--- config.mk ---
export PLATFORM = sky130hd
export DESIGN_NAME = proc_test_sequencer_flat
export DESIGN_NICKNAME = d
export VERILOG_FILES = /design/src/rtl/proc_tb_pkg.sv /design/src/rtl/proc_test_sequencer_if.sv /design/src/rtl/tseq_cycle_ctr.sv /design/src/rtl/proc_test_sequencer.sv /design/src/flat_wrapper.sv
export SDC_FILE = /design/constraint.sdc
export NUM_CORES = 1
export LEC_CHECK = 0
export BUFFER_PORTS_ARGS = -buffer_cell sky130_fd_sc_hd__clkbuf_2
export CELL_PAD_IN_SITES_DETAIL_PLACEMENT = 1
export CELL_PAD_IN_SITES_GLOBAL_PLACEMENT = 1
export CORE_ASPECT_RATIO = 1.75
export CORE_UTILIZATION = 34
export DETAILED_ROUTE_END_ITERATION = 7
export PLACE_DENSITY = 0.93
export SYNTH_ARGS = -nofsm -noshare
export SYNTH_HDL_FRONTEND = slang
export SYNTH_SLANG_ARGS = --single-unit
--- constraint.sdc ---
create_clock -name clk -period 5.1 [get_ports clk]
set_clock_uncertainty 0.1 [all_clocks]
set_input_delay 0.765 -clock clk [delete_from_list [all_inputs] [get_ports clk]]
set_output_delay 0.765 -clock clk [all_outputs]
set_load 0.01 [all_outputs]
--- src/rtl/proc_tb_pkg.sv ---
// proc_test_sequencer shared types: FSM states, run status codes
// and the default tohost termination address.
package proc_tb_pkg;

  typedef enum logic [2:0] {
    S_IDLE,
    S_LOAD,
    S_HOLD,
    S_RUN,
    S_DONE
  } tseq_state_e;

  typedef enum logic [1:0] {
    ST_PASS    = 2'd0,
    ST_FAIL    = 2'd1,
    ST_TIMEOUT = 2'd2,
    ST_HANG    = 2'd3
  } status_e;

  localparam logic [31:0] TOHOST_ADDR_DEF = 32'h0000_1000;

  // tohost value 1 means pass; anything else carries a fail code
  function automatic status_e tohost_status(input logic is_one);
    return is_one ? ST_PASS : ST_FAIL;
  endfunction

endpackage

--- src/rtl/proc_test_sequencer_if.sv ---
// proc_test_sequencer program-image load stream.
// master = image source, slave = sequencer.
interface proc_test_sequencer_if #(
  parameter int XLEN = 32
);
  logic            load_valid;
  logic            load_ready;
  logic [XLEN-1:0] load_addr;
  logic [31:0]     load_data;
  logic            load_last;

  modport master (
    output load_valid, load_addr, load_data, load_last,
    input  load_ready
  );

  modport slave (
    input  load_valid, load_addr, load_data, load_last,
    output load_ready
  );
endinterface

--- src/rtl/tseq_cycle_ctr.sv ---
// tseq_cycle_ctr: loadable saturating counter, up or down.
// Down counts stop at zero, up counts stop at all-ones.
module tseq_cycle_ctr #(
  parameter int W    = 8,
  parameter bit DOWN = 1'b0
) (
  input  logic         clk,
  input  logic         reset,
  input  logic         i_load,
  input  logic [W-1:0] i_load_val,
  input  logic         i_en,
  output logic [W-1:0] o_count
);
  localparam logic [W-1:0] LIM = DOWN ? '0 : '1;

  logic [W-1:0] r_count;

  // load has priority over counting; hold at the limit
  always_ff @(posedge clk) begin
    if (reset) begin
      r_count <= '0;
    end else if (i_load) begin
      r_count <= i_load_val;
    end else if (i_en && (r_count != LIM)) begin
      if (DOWN) r_count <= r_count - W'(1);
      else      r_count <= r_count + W'(1);
    end
  end

  assign o_count = r_count;
endmodule

--- src/rtl/proc_test_sequencer.sv ---
// proc_test_sequencer: load imem, hold core reset, run, watch tohost.
// Optional hang detector: define PROC_TSEQ_HANG_DETECT_EN.
module proc_test_sequencer
  import proc_tb_pkg::*;
#(
  parameter int              XLEN        = 32,
  parameter int              IMEM_DEPTH  = 256,
  localparam int             IMEM_AW     = $clog2(IMEM_DEPTH),
  parameter int              RST_CYCLES  = 4,
  parameter int              MAX_CYCLES  = 1000,
  parameter logic [XLEN-1:0] TOHOST_ADDR = XLEN'(TOHOST_ADDR_DEF),
  parameter int              HANG_CYCLES = 16
) (
  input  logic                  clk,
  input  logic                  reset,
  input  logic                  start,
  proc_test_sequencer_if.slave  ld,
  output logic                  imem_we,
  output logic [IMEM_AW-1:0]    imem_waddr,
  output logic [31:0]           imem_wdata,
  output logic                  core_resetn,
  input  logic                  dmem_we,
  input  logic [XLEN-1:0]       dmem_addr,
  input  logic [XLEN-1:0]       dmem_wdata,
  input  logic [XLEN-1:0]       core_pc,
  output logic                  busy,
  output logic                  done,
  output status_e               status,
  output logic [XLEN-2:0]       fail_code,
  output logic [31:0]           cycle_count,
  output logic                  load_err
);
  localparam int HOLD_W = $clog2(RST_CYCLES + 1);

  tseq_state_e          r_state;
  logic                 r_load_ready;
  logic                 r_imem_we;
  logic [IMEM_AW-1:0]   r_imem_waddr;
  logic [31:0]          r_imem_wdata;
  logic                 r_core_resetn;
  logic                 r_busy;
  logic                 r_done;
  status_e              r_status;
  logic [XLEN-2:0]      r_fail_code;
  logic                 r_load_err;

  logic                 w_in_hold;
  logic                 w_in_run;
  logic                 w_start_ok;
  logic                 w_beat;
  logic                 w_in_range;
  logic                 w_enter_hold;
  logic                 w_hold_end;
  logic                 w_tohost;
  logic                 w_pass;
  logic                 w_timeout;
  logic                 w_hang;
  logic                 w_term;
  logic [HOLD_W-1:0]    w_hold_cnt;
  logic [31:0]          w_cyc;
  logic [32:0]          w_cyc_inc;

  // decode handshakes and termination conditions
  always_comb begin
    w_in_hold    = (r_state == S_HOLD);
    w_in_run     = (r_state == S_RUN);
    w_start_ok   = start &&
                   ((r_state == S_IDLE) || (r_state == S_DONE));
    w_beat       = (r_state == S_LOAD) && ld.load_valid;
    w_in_range   = ld.load_addr < XLEN'(IMEM_DEPTH);
    w_enter_hold = w_beat && ld.load_last;
    w_hold_end   = w_in_hold && (w_hold_cnt == HOLD_W'(1));
    w_tohost     = w_in_run && dmem_we &&
                   (dmem_addr == TOHOST_ADDR);
    w_pass       = (dmem_wdata == XLEN'(1));
    w_cyc_inc    = {1'b0, w_cyc} + 33'd1;
    w_timeout    = w_in_run && (w_cyc_inc >= 33'(MAX_CYCLES));
    w_term       = w_tohost || w_hang || w_timeout;
  end

  tseq_cycle_ctr #(
    .W    (HOLD_W),
    .DOWN (1'b1)
  ) u_hold_ctr (
    .clk        (clk),
    .reset      (reset),
    .i_load     (w_enter_hold),
    .i_load_val (HOLD_W'(RST_CYCLES)),
    .i_en       (w_in_hold),
    .o_count    (w_hold_cnt)
  );

  tseq_cycle_ctr #(
    .W    (32),
    .DOWN (1'b0)
  ) u_run_ctr (
    .clk        (clk),
    .reset      (reset),
    .i_load     (w_start_ok),
    .i_load_val (32'd0),
    .i_en       (w_in_run),
    .o_count    (w_cyc)
  );

`ifdef PROC_TSEQ_HANG_DETECT_EN
  localparam int HANG_W = $clog2(HANG_CYCLES + 1);

  logic [XLEN-1:0]  r_last_pc;
  logic             r_pc_vld;
  logic             w_same_pc;
  logic [HANG_W-1:0] w_hang_cnt;
  logic [HANG_W:0]  w_hang_inc;

  // previous-cycle PC, valid only from the second RUN cycle on
  always_ff @(posedge clk) begin
    if (reset) begin
      r_last_pc <= '0;
      r_pc_vld  <= 1'b0;
    end else begin
      r_last_pc <= core_pc;
      r_pc_vld  <= w_in_run;
    end
  end

  assign w_same_pc  = r_pc_vld && (core_pc == r_last_pc);
  assign w_hang_inc = {1'b0, w_hang_cnt} + (HANG_W + 1)'(1);
  assign w_hang     = w_in_run && w_same_pc &&
                      (w_hang_inc >= (HANG_W + 1)'(HANG_CYCLES));

  tseq_cycle_ctr #(
    .W    (HANG_W),
    .DOWN (1'b0)
  ) u_hang_ctr (
    .clk        (clk),
    .reset      (reset),
    .i_load     (!w_same_pc),
    .i_load_val (HANG_W'(1)),
    .i_en       (w_same_pc),
    .o_count    (w_hang_cnt)
  );
`else
  logic w_unused_pc;

  assign w_unused_pc = ^core_pc;
  assign w_hang      = 1'b0;
`endif

  // sequencer FSM with all outputs registered
  always_ff @(posedge clk) begin
    if (reset) begin
      r_state       <= S_IDLE;
      r_load_ready  <= 1'b0;
      r_imem_we     <= 1'b0;
      r_imem_waddr  <= '0;
      r_imem_wdata  <= '0;
      r_core_resetn <= 1'b0;
      r_busy        <= 1'b0;
      r_done        <= 1'b0;
      r_status      <= ST_PASS;
      r_fail_code   <= '0;
      r_load_err    <= 1'b0;
    end else begin
      r_imem_we <= 1'b0;
      unique case (r_state)
        S_IDLE, S_DONE: begin
          if (w_start_ok) begin
            r_state      <= S_LOAD;
            r_load_ready <= 1'b1;
            r_busy       <= 1'b1;
            r_done       <= 1'b0;
            r_status     <= ST_PASS;
            r_fail_code  <= '0;
            r_load_err   <= 1'b0;
          end
        end
        S_LOAD: begin
          if (w_beat) begin
            r_imem_we    <= w_in_range;
            r_imem_waddr <= ld.load_addr[IMEM_AW-1:0];
            r_imem_wdata <= ld.load_data;
            if (!w_in_range) r_load_err <= 1'b1;
            if (ld.load_last) begin
              r_state      <= S_HOLD;
              r_load_ready <= 1'b0;
            end
          end
        end
        S_HOLD: begin
          if (w_hold_end) begin
            r_state       <= S_RUN;
            r_core_resetn <= 1'b1;
          end
        end
        S_RUN: begin
          if (w_term) begin
            r_state       <= S_DONE;
            r_core_resetn <= 1'b0;
            r_busy        <= 1'b0;
            r_done        <= 1'b1;
            if (w_tohost) begin
              r_status <= tohost_status(w_pass);
              if (!w_pass) r_fail_code <= dmem_wdata[XLEN-1:1];
            end else if (w_hang) begin
              r_status <= ST_HANG;
            end else begin
              r_status <= ST_TIMEOUT;
            end
          end
        end
        default: r_state <= S_IDLE;
      endcase
    end
  end

  assign ld.load_ready = r_load_ready;
  assign imem_we       = r_imem_we;
  assign imem_waddr    = r_imem_waddr;
  assign imem_wdata    = r_imem_wdata;
  assign core_resetn   = r_core_resetn;
  assign busy          = r_busy;
  assign done          = r_done;
  assign status        = r_status;
  assign fail_code     = r_fail_code;
  assign cycle_count   = w_cyc;
  assign load_err      = r_load_err;
endmodule

--- src/flat_wrapper.sv ---
// flat-port wrapper written by rule: the top's interface ports become plain ports
module proc_test_sequencer_flat import proc_tb_pkg::*;
#(
  parameter int              XLEN        = 32,
  parameter int              IMEM_DEPTH  = 256,
  localparam int             IMEM_AW     = $clog2(IMEM_DEPTH),
  parameter int              RST_CYCLES  = 4,
  parameter int              MAX_CYCLES  = 1000,
  parameter logic [XLEN-1:0] TOHOST_ADDR = XLEN'(TOHOST_ADDR_DEF),
  parameter int              HANG_CYCLES = 16
)
  (clk, reset, start, imem_we, imem_waddr, imem_wdata, core_resetn, dmem_we, dmem_addr, dmem_wdata, core_pc, busy, done, status, fail_code, cycle_count, load_err, ld_load_valid, ld_load_addr, ld_load_data, ld_load_last, ld_load_ready);
  proc_test_sequencer_if #(.XLEN(XLEN)) ld_i ();
  input  logic clk;
  input  logic reset;
  input  logic start;
  output logic imem_we;
  output logic [IMEM_AW-1:0] imem_waddr;
  output logic [31:0] imem_wdata;
  output logic core_resetn;
  input  logic dmem_we;
  input  logic [XLEN-1:0] dmem_addr;
  input  logic [XLEN-1:0] dmem_wdata;
  input  logic [XLEN-1:0] core_pc;
  output logic busy;
  output logic done;
  output status_e status;
  output logic [XLEN-2:0] fail_code;
  output logic [31:0] cycle_count;
  output logic load_err;
  input wire logic [$bits(ld_i.load_valid)-1:0] ld_load_valid;
  input wire logic [$bits(ld_i.load_addr)-1:0] ld_load_addr;
  input wire logic [$bits(ld_i.load_data)-1:0] ld_load_data;
  input wire logic [$bits(ld_i.load_last)-1:0] ld_load_last;
  output wire logic [$bits(ld_i.load_ready)-1:0] ld_load_ready;
  assign ld_i.load_valid = ld_load_valid;
  assign ld_i.load_addr = ld_load_addr;
  assign ld_i.load_data = ld_load_data;
  assign ld_i.load_last = ld_load_last;
  assign ld_load_ready = ld_i.load_ready;
  proc_test_sequencer #(.XLEN(XLEN), .IMEM_DEPTH(IMEM_DEPTH), .RST_CYCLES(RST_CYCLES), .MAX_CYCLES(MAX_CYCLES), .TOHOST_ADDR(TOHOST_ADDR), .HANG_CYCLES(HANG_CYCLES)) u_core (.clk(clk), .reset(reset), .start(start), .ld(ld_i), .imem_we(imem_we), .imem_waddr(imem_waddr), .imem_wdata(imem_wdata), .core_resetn(core_resetn), .dmem_we(dmem_we), .dmem_addr(dmem_addr), .dmem_wdata(dmem_wdata), .core_pc(core_pc), .busy(busy), .done(done), .status(status), .fail_code(fail_code), .cycle_count(cycle_count), .load_err(load_err));
endmodule
## Yosys cells after proc, flatten, opt, wreduce, memory -nomap -nowiden

Index checks and enable logic that the tools add are counted.

- Flip-flop bits (word level): 117
- Latch bits: 0
- Memory bits (writable): 0
- Memory bits (read-only): 0
- Output and inout bits: 111
- Memories: 0

- Add/sub/neg operators: 3
- $mul: 0
- Div/mod/pow operators: 0
- $lt $le $gt $ge: 2
- Equality and inequality tests: 16
- Shift-type cells: 0
- Muxes and demuxes: 32
- Bitwise operators: 2
- Reduce and logical (&&, ||, !) cells: 28

Operators by type and width:

| operator | number |
|---|---|
| $mux W31 | 4 |
| $pmux W31 S2 | 1 |
| $add A32 B1 Y33 const B | 1 |
| $ge A33 B10 Y1 const B | 1 |
| $add A32 B1 Y32 const B | 1 |
| $eq A32 B1 Y1 const B | 1 |
| $eq A32 B13 Y1 const B | 1 |
| $lt A32 B9 Y1 const B | 1 |
| $ne A32 B32 Y1 const B | 1 |
| $mux W3 | 7 |
| $pmux W3 S4 | 1 |
| $mux W1 | 10 |
| $pmux W1 S2 | 5 |
| $reduce_and A5 Y1 | 2 |
| $logic_and A1 B1 Y1 | 9 |
| $ne A2 B1 Y1 const B | 4 |
| $ne A2 B2 Y1 const B | 4 |
| $reduce_and A4 Y1 | 2 |
| $reduce_bool A2 Y1 | 4 |
| $eq A3 B1 Y1 const B | 2 |
| $eq A3 B2 Y1 const B | 2 |
| $mux W2 | 3 |
| $reduce_and A3 Y1 | 2 |
| $reduce_or A2 Y1 | 3 |
| other kinds (9) | 11 |

## Longest topological paths before layout

Gate-level depths: netlist (run 1).

- Word-level depth: 6
- Mapped depth: 10

## Hierarchy

Synthesis (run 1) repeated with hierarchy kept, for this count alone.

- Cell total of the unflattened synthesis: 742
- Area total of the unflattened synthesis: 5919.4 µm²

By module, submodules not included:

| module | times used | cells each | area an instance (µm²) | seq. area each (µm²) |
|---|---|---|---|---|
| proc_test_sequencer | 1 | 477 | 3702.3 | 1641.6 |
| tseq_cycle_ctr at u_core.u_run_ctr | 1 | 244 | 2034.5 | 640.6 |
| tseq_cycle_ctr at u_core.u_hold_ctr | 1 | 21 | 182.7 | 60.1 |

## Worst setup path after synthesis (run 1)

Ideal clock, no wire load.

- Path kind: flip-flop to flip-flop
- Start: reg u_core.u_run_ctr.r_count[0], in the netlist u_core.u_run_ctr.o_count[0]
- End: reg u_core.r_core_resetn, in the netlist u_core.core_resetn
- Library setup time: 132 ps
- Arrival: 2796 ps
- Setup slack: 2073 ps
- Cell stages (with the launch flop): 11
- Period minus slack after synthesis: 3027 ps
- Cells stage by stage: dfxtp_1 > ha_1 > nand4_4 > or4_1 > buf_2 > nor3_2 > xnor2_1 > o2111ai_1 > or4b_1 > a21oi_1 > nor3_1

- Longest elaborated chain between the ends: 6

Ends and longest elaborated chain:

| item | line | RTL |
|---|---|---|
| start: declaration | tseq_cycle_ctr.sv:16 | `logic [W-1:0] r_count;` |
| start signal: assignment | tseq_cycle_ctr.sv:23 | `r_count <= i_load_val;` |
| start signal: assignment | tseq_cycle_ctr.sv:25 | `if (DOWN) r_count <= r_count - W'(1);` |
| start signal: assignment | tseq_cycle_ctr.sv:26 | `else r_count <= r_count + W'(1);` |
| $add A32 B1 Y33 | proc_test_sequencer.sv:76 | `w_cyc_inc = {1'b0, w_cyc} + 33'd1;` |
| $ge A33 B10 Y1 | proc_test_sequencer.sv:77 | `w_timeout = w_in_run && (w_cyc_inc >= 33'(MAX_CYCLES));` |
| $logic_and A1 B1 Y1 | proc_test_sequencer.sv:77 |  |
| $logic_or A1 B1 Y1 | proc_test_sequencer.sv:78 | `w_term = w_tohost \|\| w_hang \|\| w_timeout;` |
| $ne A2 B1 Y1 (no line) | -- |  |
| $reduce_and A3 Y1 (no line) | -- |  |
| end signal: assignment | proc_test_sequencer.sv:156 | `r_core_resetn <= 1'b0;` |
| end signal: assignment | proc_test_sequencer.sv:191 | `r_core_resetn <= 1'b1;` |
| end signal: assignment | proc_test_sequencer.sv:197 | `r_core_resetn <= 1'b0;` |
| end: declaration | proc_test_sequencer.sv:40 | `logic r_core_resetn;` |

No other way between the ends.
A chain may end at the register's enable or synchronous reset.

## Worst setup path after layout (run 1)

- Start: reg u_core.u_run_ctr.r_count[1], in the netlist u_core.u_run_ctr.o_count[1]
- End: reg u_core.r_core_resetn, in the netlist u_core.core_resetn

The elaborated chain is that of the path after synthesis.

==> results of run 1 <==
## sequential cells by signal, indices dropped and copies added (netlist names), 2 cells and up
signal / count
u_core.r_state: 3
u_core.u_run_ctr.o_count: 32
u_core.fail_code: 31
u_core.imem_wdata: 32
u_core.u_hold_ctr.o_count: 3
u_core.status: 2
u_core.imem_waddr: 8
## cell families (layout without fill, tap and decap cells)
kind of cell / after synthesis / after routing
muxes: 3 / 3
xor gates and xnor gates: 39 / 39
and+or+nand+nor: 342 / 342
AOI/OAI and AO/OA: 123 / 123
adders and majority gates: 4 / 4
DFF: 117 / 117
buffers and inverters: 56 / 295
## layout make-up
type / count / area share, %
clock buffers: 18 / 5.853
clock inverters: 14 / 2.765
inverters: 11 / 0.5631
multi-input cells: 511 / 38.23
flip-flops and latches: 117 / 31.95
well taps: 186 / 3.174
repair buffers: 252 / 17.47
## per-layer routing
| layer | part of all wire [%] | wire length (um) | track usage (%) | up-vias |
|---|---|---|---|---|
| met5 | 0 | 0 | 0 | - |
| met4 | 3.5 | 639 | 10.84 | 0 |
| li1 | - | - | - | 2839 |
| met3 | 3.4 | 609 | 3.778 | 49 |
| met1 | 37 | 6774 | 22.74 | 2783 |
| met2 | 56 | 10130 | 43.08 | 189 |
## critical path, cell delays in order, from the launching register on
cell and delay [ns]:
dfxtp_1 0.45, ha_1 0.37, nand4_4 0.18, or4_1 0.73, nor3_2 0.31, xnor2_1 0.15
o2111ai_1 0.25, or4b_1 0.60, a21oi_1 0.16, nor3_1 0.06
## cell usage in the layout, fill, tap and decap left out, types with 19 or more instances in the layout
cell        n
nand2_1   145
nand3_1    44
clkbuf_2  244
nand4_1    20
nor4_1     25
a21oi_1    88
xnor2_1    20
dfxtp_1   117
nor2_1     46
xor2_1     19
## cell usage after synthesis (4+ instances only)
cell      instances  area, um2
nor2_1           46      172.7
dfxtp_1         117       2342
and3_1            5      31.28
nand2_1         145      544.3
xor2_1           19      166.4
buf_2             8      40.04
inv_1            11      41.29
nand4_1          20      125.1
a21oi_1          88      440.4
nor4_1           26      162.7
nand2b_1          4      25.02
nand3_1          44      220.2
or3_1             9      56.30
ha_1              4      50.05
clkbuf_1         37      138.9
o21ai_0          13      65.06
nor3_1           17      85.08
nand4b_1          5      43.79
xnor2_1          20      175.2
## per-stage QoR
stage	instances	total power (W)	utilization, %	setup slack (ns)	hold WS, ns
3_3_place_gp	1077	0.001432	43.54	1.726	0.3407
5_1_grt	1109	0.002820	47.64	1.354	0.3689
4_1_cts	1109	0.002733	47.64	1.633	0.3540
2_1_floorplan	684	0.001264	-	2.073	0.3696
3_5_place_dp	1077	0.001451	43.54	1.667	0.3459
6_report	1109	0.002699	47.64	1.576	0.3518
## worst min-delay path by stage
stage	startpoint	end	slack (ns)	depth (start not counted)
2_1_floorplan	u_core.load_err	u_core.load_err	0.37	2
3_3_place_gp	u_core.imem_wdata[5]	u_core.imem_wdata[5]	0.34	2
3_5_place_dp	u_core.imem_wdata[2]	u_core.imem_wdata[2]	0.35	2
4_1_cts	u_core.imem_waddr[3]	u_core.imem_waddr[3]	0.35	2
5_1_grt	u_core.imem_wdata[0]	u_core.imem_wdata[0]	0.37	2
6_report	u_core.imem_waddr[3]	u_core.imem_waddr[3]	0.35	2
## power by group
part	leakage, nW	switching, W	total (W)	internal (W)
logic	1.72	0.000247	0.000400	0.000153
registers	0.946	0.0000470	0.00103	0.000979
clock network	0.299	0.000449	0.00127	0.000824
==> impl_metrics.csv, run 1 <==
group,metric,value,unit
final_layout,fill_cells,1921,
worst_setup_path,crit_path_start_kind,"register",
floorplan,die_area,0.01623,mm2
global_routing,grt_use_total,22.30,%
detailed_routing,wl_per_cell,16.37,um
synthesis,synth-simple-area-share,31.35,%
detailed_routing,avgViaCountPerCell,5.284,
synthesis,synth-edff-count,0,
detailed_routing,first_pass_iters,4,
synthesis,synthMuxAreaShare,0.5623,%
final_layout,final_area,0.007332,mm2
final_layout,seqCellArea,0.002342,mm2
clock_tree,clock_path_buffers,2,
detailed_routing,drc,0,
worst_setup_path,reg2reg_from,"u_core.u_run_ctr.o_count[1]",
synthesis,synth_nets,854,
sta,tns,0,ns
floorplan,initial_core_util,34.70,%
synthesis,synthDistinctLibCells,50,
worst_setup_path,r2r_slack,1.58,ns
place,hpwl,13840,um
clock_tree,ctsHtreeMaxLevel,4,
global_routing,antenna_found_initial,0,
sta,hold_viol_final,0,
sta,slew_violations,0,
worst_setup_path,worstPathRequired,5.24,ns
global_routing,overflow,0,
floorplan,placementRows,60,
place,place_area,0.006700,mm2
synthesis,synthAdderAreaFrac,0.9372,%
worst_setup_path,regToRegEndpoint,"u_core.core_resetn",
synthesis,netlist_area,0.005340,mm2
synthesis,yosysWarnings,0,
final_layout,nNetsFinal,1080,
global_routing,grt_pass1_wl,29590,um
sta,timing.fmax,283.8,MHz
floorplan,die_h,167.8,um
worst_setup_path,reg2regPathDepth,9,
detailed_routing,antenna_left,0,
detailed_routing,drt_iter0_drc,158,
floorplan,die_w,96.74,um
clock_tree,cts.reportedPaths.clkPinSlew,0.05,ns
synthesis,synthXorXnorAreaFrac,6.396,%
final_layout,drive_above_1_share,31.85,%
clock_tree,cts_hold_buf,0,
worst_hold_path,holdCritPathClass,"register to register",
clock_tree,cts-root-buf,"clkbuf_16",
detailed_routing,num_vias,5860,
synthesis,synth_cells,684,
clock_tree,numClockSinks,117,
worst_setup_path,criticalPathCategory,"register to register",
sta,period_share,69.09,%
pwr,power_density,368.1,mW/mm2
synthesis,synth_top_family_by_area,"simple AND/OR/NAND/NOR gates",
sta,tightest_slew,1.045,ns
worst_setup_path,end_kind,"register",
place,io_buffers,244,
clock_tree,cts_tree,"built",
final_layout,diodes,0,
run,maxCapViolations,0,
synthesis,synth_flop_cell,"dfxtp_1",
worst_setup_path,cp.arrival,3.66,ns
worst_setup_path,endpoint,"u_core.core_resetn",
synthesis,synth_compound_area_share,12.77,%
clock_tree,cts_setup_buffers,0,
sta,relSlewSlack,28.56,%
clock_tree,post_cts_resized,0,
worst_setup_path,cp_max_fo,8,
clock_tree,clk-insertion-delay-late,0.40,ns
synthesis,synthArstFlopShare,0,%
sta,setup_viol,0,
synthesis,post_synth.cell_area_avg,7.807,um2
final_layout,multi_input_area,0.002803,mm2
outcome,status,"complete, no violations",
final_layout,area_delta_synth_final,37.30,%
pwr,ir_drop,0.2403,mV
floorplan,pin_count,277,
sta,rsz0062_at_grt,"false",
synthesis,ys_seq_area_share,43.86,%
floorplan,core-area,0.01539,mm2
worst_setup_path,crit_start,"u_core.u_run_ctr.o_count[1]",
place,gp_congestion,0.8422,
sta,min_period,3.524,ns
global_routing,grt_pass1_vias,6126,
synthesis,synth_seq_cells,117,
detailed_routing,drt-total-wl,18160,um
pwr,p_leak,2.964,nW
clock_tree,numCtsBuffers,17,
global_routing,grt_max_degree,86,
(Power assumes the default switching activity.)
==> inputs of run 2 (changes only) <==
--- a/config.mk
+++ b/config.mk
@@ -9,9 +9,9 @@
 export CELL_PAD_IN_SITES_DETAIL_PLACEMENT = 1
 export CELL_PAD_IN_SITES_GLOBAL_PLACEMENT = 1
 export CORE_ASPECT_RATIO = 1.75
-export CORE_UTILIZATION = 34
+export CORE_UTILIZATION = 31
 export DETAILED_ROUTE_END_ITERATION = 7
-export PLACE_DENSITY = 0.93
+export PLACE_DENSITY = 0.87
 export SYNTH_ARGS = -nofsm -noshare
 export SYNTH_HDL_FRONTEND = slang
 export SYNTH_SLANG_ARGS = --single-unit
==> constraint.sdc (replaced) <==
create_clock -name clk -period 3.3 [get_ports clk]
set_clock_uncertainty 0.1 [all_clocks]
set_input_delay 0.495 -clock clk [delete_from_list [all_inputs] [get_ports clk]]
set_output_delay 0.495 -clock clk [all_outputs]
set_load 0.01 [all_outputs]
==> impl_metrics.csv, run 2 (same netlist as run 1, synthesis figures left out) <==
group,metric,value,unit
outcome,status,"complete, no violations",
global_routing,grt_max_degree,86,
sta,slew_violations,0,
clock_tree,cts-root-buf,"clkbuf_16",
clock_tree,clock_path_buffers,2,
detailed_routing,drt_iter0_drc,148,
floorplan,die_h,175.6,um
pwr,pwr-share-seq,37.4,%
detailed_routing,num_vias,5908,
final_layout,multi_input_area,0.002808,mm2
sta,timing.fmax,319.5,MHz
worst_hold_path,holdCritPathClass,"input port to register",
final_layout,final_cell_mix,"clkbuf_2, nand2_1, dfxtp_1",
pwr,power_frac_comb,15.0,%
final_layout,fill_cells,2180,
floorplan,pin_count,277,
final_layout,seqCellArea,0.002342,mm2
global_routing,antenna_found_initial,1,
sta,tightest_slew,1.087,ns
worst_setup_path,cp_max_fo,7,
run,maxCapViolations,0,
final_layout,nNetsFinal,1104,
final_layout,fin_cells,1173,
final_layout,area_delta_synth_final,41.87,%
pwr,power.switching,0.001102,W
pwr,power_density,559.2,mW/mm2
clock_tree,numClockSinks,117,
place,gp_congestion,0.8692,
final_layout,utilization,44.91,%
sta,min_period,3.130,ns
pwr,p_int,0.003135,W
sta,setup_viol,0,
global_routing,grt_use_total,21.73,%
global_routing,grt_pass1_wl,29880,um
pwr,swShare,26.00,%
pwr,ir_drop,0.2595,mV
global_routing,grt_pass1_vias,6120,
detailed_routing,antenna_left,0,
sta,period_share,94.85,%
place,io_buffers,244,
final_layout,layout_commonest_cell,"clkbuf_2",
floorplan,die_w,101.2,um
worst_setup_path,end_kind,"register",
worst_setup_path,cp.arrival,3.28,ns
detailed_routing,first_pass_iters,5,
sta,relSlewSlack,25.68,%
pwr,p_leak,3.094,nW
place,hpwl,14680,um
detailed_routing,drt-total-wl,19090,um
detailed_routing,wl_per_cell,16.28,um
clock_tree,clk-insertion-delay-late,0.41,ns
clock_tree,numCtsBuffers,17,
clock_tree,cts_hold_buf,0,
sta,rsz0062_at_grt,"false",
worst_setup_path,criticalPathCategory,"register to register",
worst_setup_path,worstPathRequired,3.45,ns
sta,finalWorstSetupSlack,0.1699,ns
worst_setup_path,crit_path_start_kind,"register",
sta,tns,0,ns
global_routing,overflow,0,
sta,whs,0.2113,ns
detailed_routing,avgViaCountPerCell,5.037,
clock_tree,ctsHtreeMaxLevel,4,
floorplan,core-area,0.01687,mm2
clock_tree,cts.reportedPaths.clkPinSlew,0.06,ns
place,dp_cells,1141,
sta,hold_viol_final,0,
pwr,clockPowerShare,47.6,%
place,pre_cts_slack,0.1838,ns
final_layout,drive_above_1_share,33.40,%
clock_tree,cts_tree,"built",
final_layout,diodes,0,
floorplan,placementRows,63,
floorplan,die_area,0.01778,mm2
floorplan,initial_core_util,31.66,%
detailed_routing,drc,0,
==> run 2: cell count changes in the layout (fill, tap and decap cells not counted), sizes merged <==
cell / before / now
clkbuf: 262 / 266
inv: 13 / 11
clkinv: 5 / 2
bufinv: 4 / 5
buf: 8 / 32
clkinvlp: 3 / 2
==> run 2: final cells by class <==
class | count | share of cell area, %
tap | 227 | 3.749
clock inverter | 9 | 2.312
inverter | 11 | 0.5450
sequential | 117 | 30.92
timing repair buffer | 276 | 19.29
multi-input combinational | 511 | 37.06
clock buffer | 22 | 6.127
==> run 2: timing repair <==
item,in CTS,in global routing
gates resized for setup,0,1
setup buffers,0,1
endpoints found under the setup margin,0,5
==> run 2: stage by stage <==
stage                     area, um2  power [W]
after floorplan                5340   0.001953
after CTS                      7564   0.004298
final                          7576   0.004237
after global routing           7576   0.004431
after global placement         6924   0.002231
after detailed placement       6924   0.002257
==> run 2: metal layers <==
layer,track usage [%],share of wire [%]
met1,21.19,36
met2,41.98,56
met3,5.054,5.0
met4,9.662,3.0
met5,0,0.089
==> run 2: final timing paths <==
kind              slack (ns)                     to                        start  cells after the start
setup / recovery        0.17     u_core.core_resetn  u_core.u_run_ctr.o_count[0]                     10
hold / removal          0.21  u_core.imem_wdata[10]             ld_load_data[10]                      3
setup reg to reg        0.17     u_core.core_resetn  u_core.u_run_ctr.o_count[0]                     10
hold reg to reg         0.35   u_core.imem_waddr[0]         u_core.imem_waddr[0]                      2
==> run 2: power groups by stage <==
stage	Combinational, W	Sequential, W	Clock [W]
CTS	0.000646	0.00158	0.00207
finish	0.000636	0.00158	0.00202
global route	0.000708	0.00160	0.00213
global placement	0.000623	0.00161	0
floorplan	0.000324	0.00163	0
detailed placement	0.000642	0.00161	0
==> run 2: worst max-delay path, cell delays in order (launching register included) <==
cell and delay [ns]:
dfxtp_1 0.34, ha_1 0.22, nand4_4 0.18, or4_1 0.59, buf_4 0.19, o21ai_0 0.23
nand3_1 0.14, a22oi_2 0.25, or4b_1 0.52, a21oi_1 0.16, nor3_1 0.06
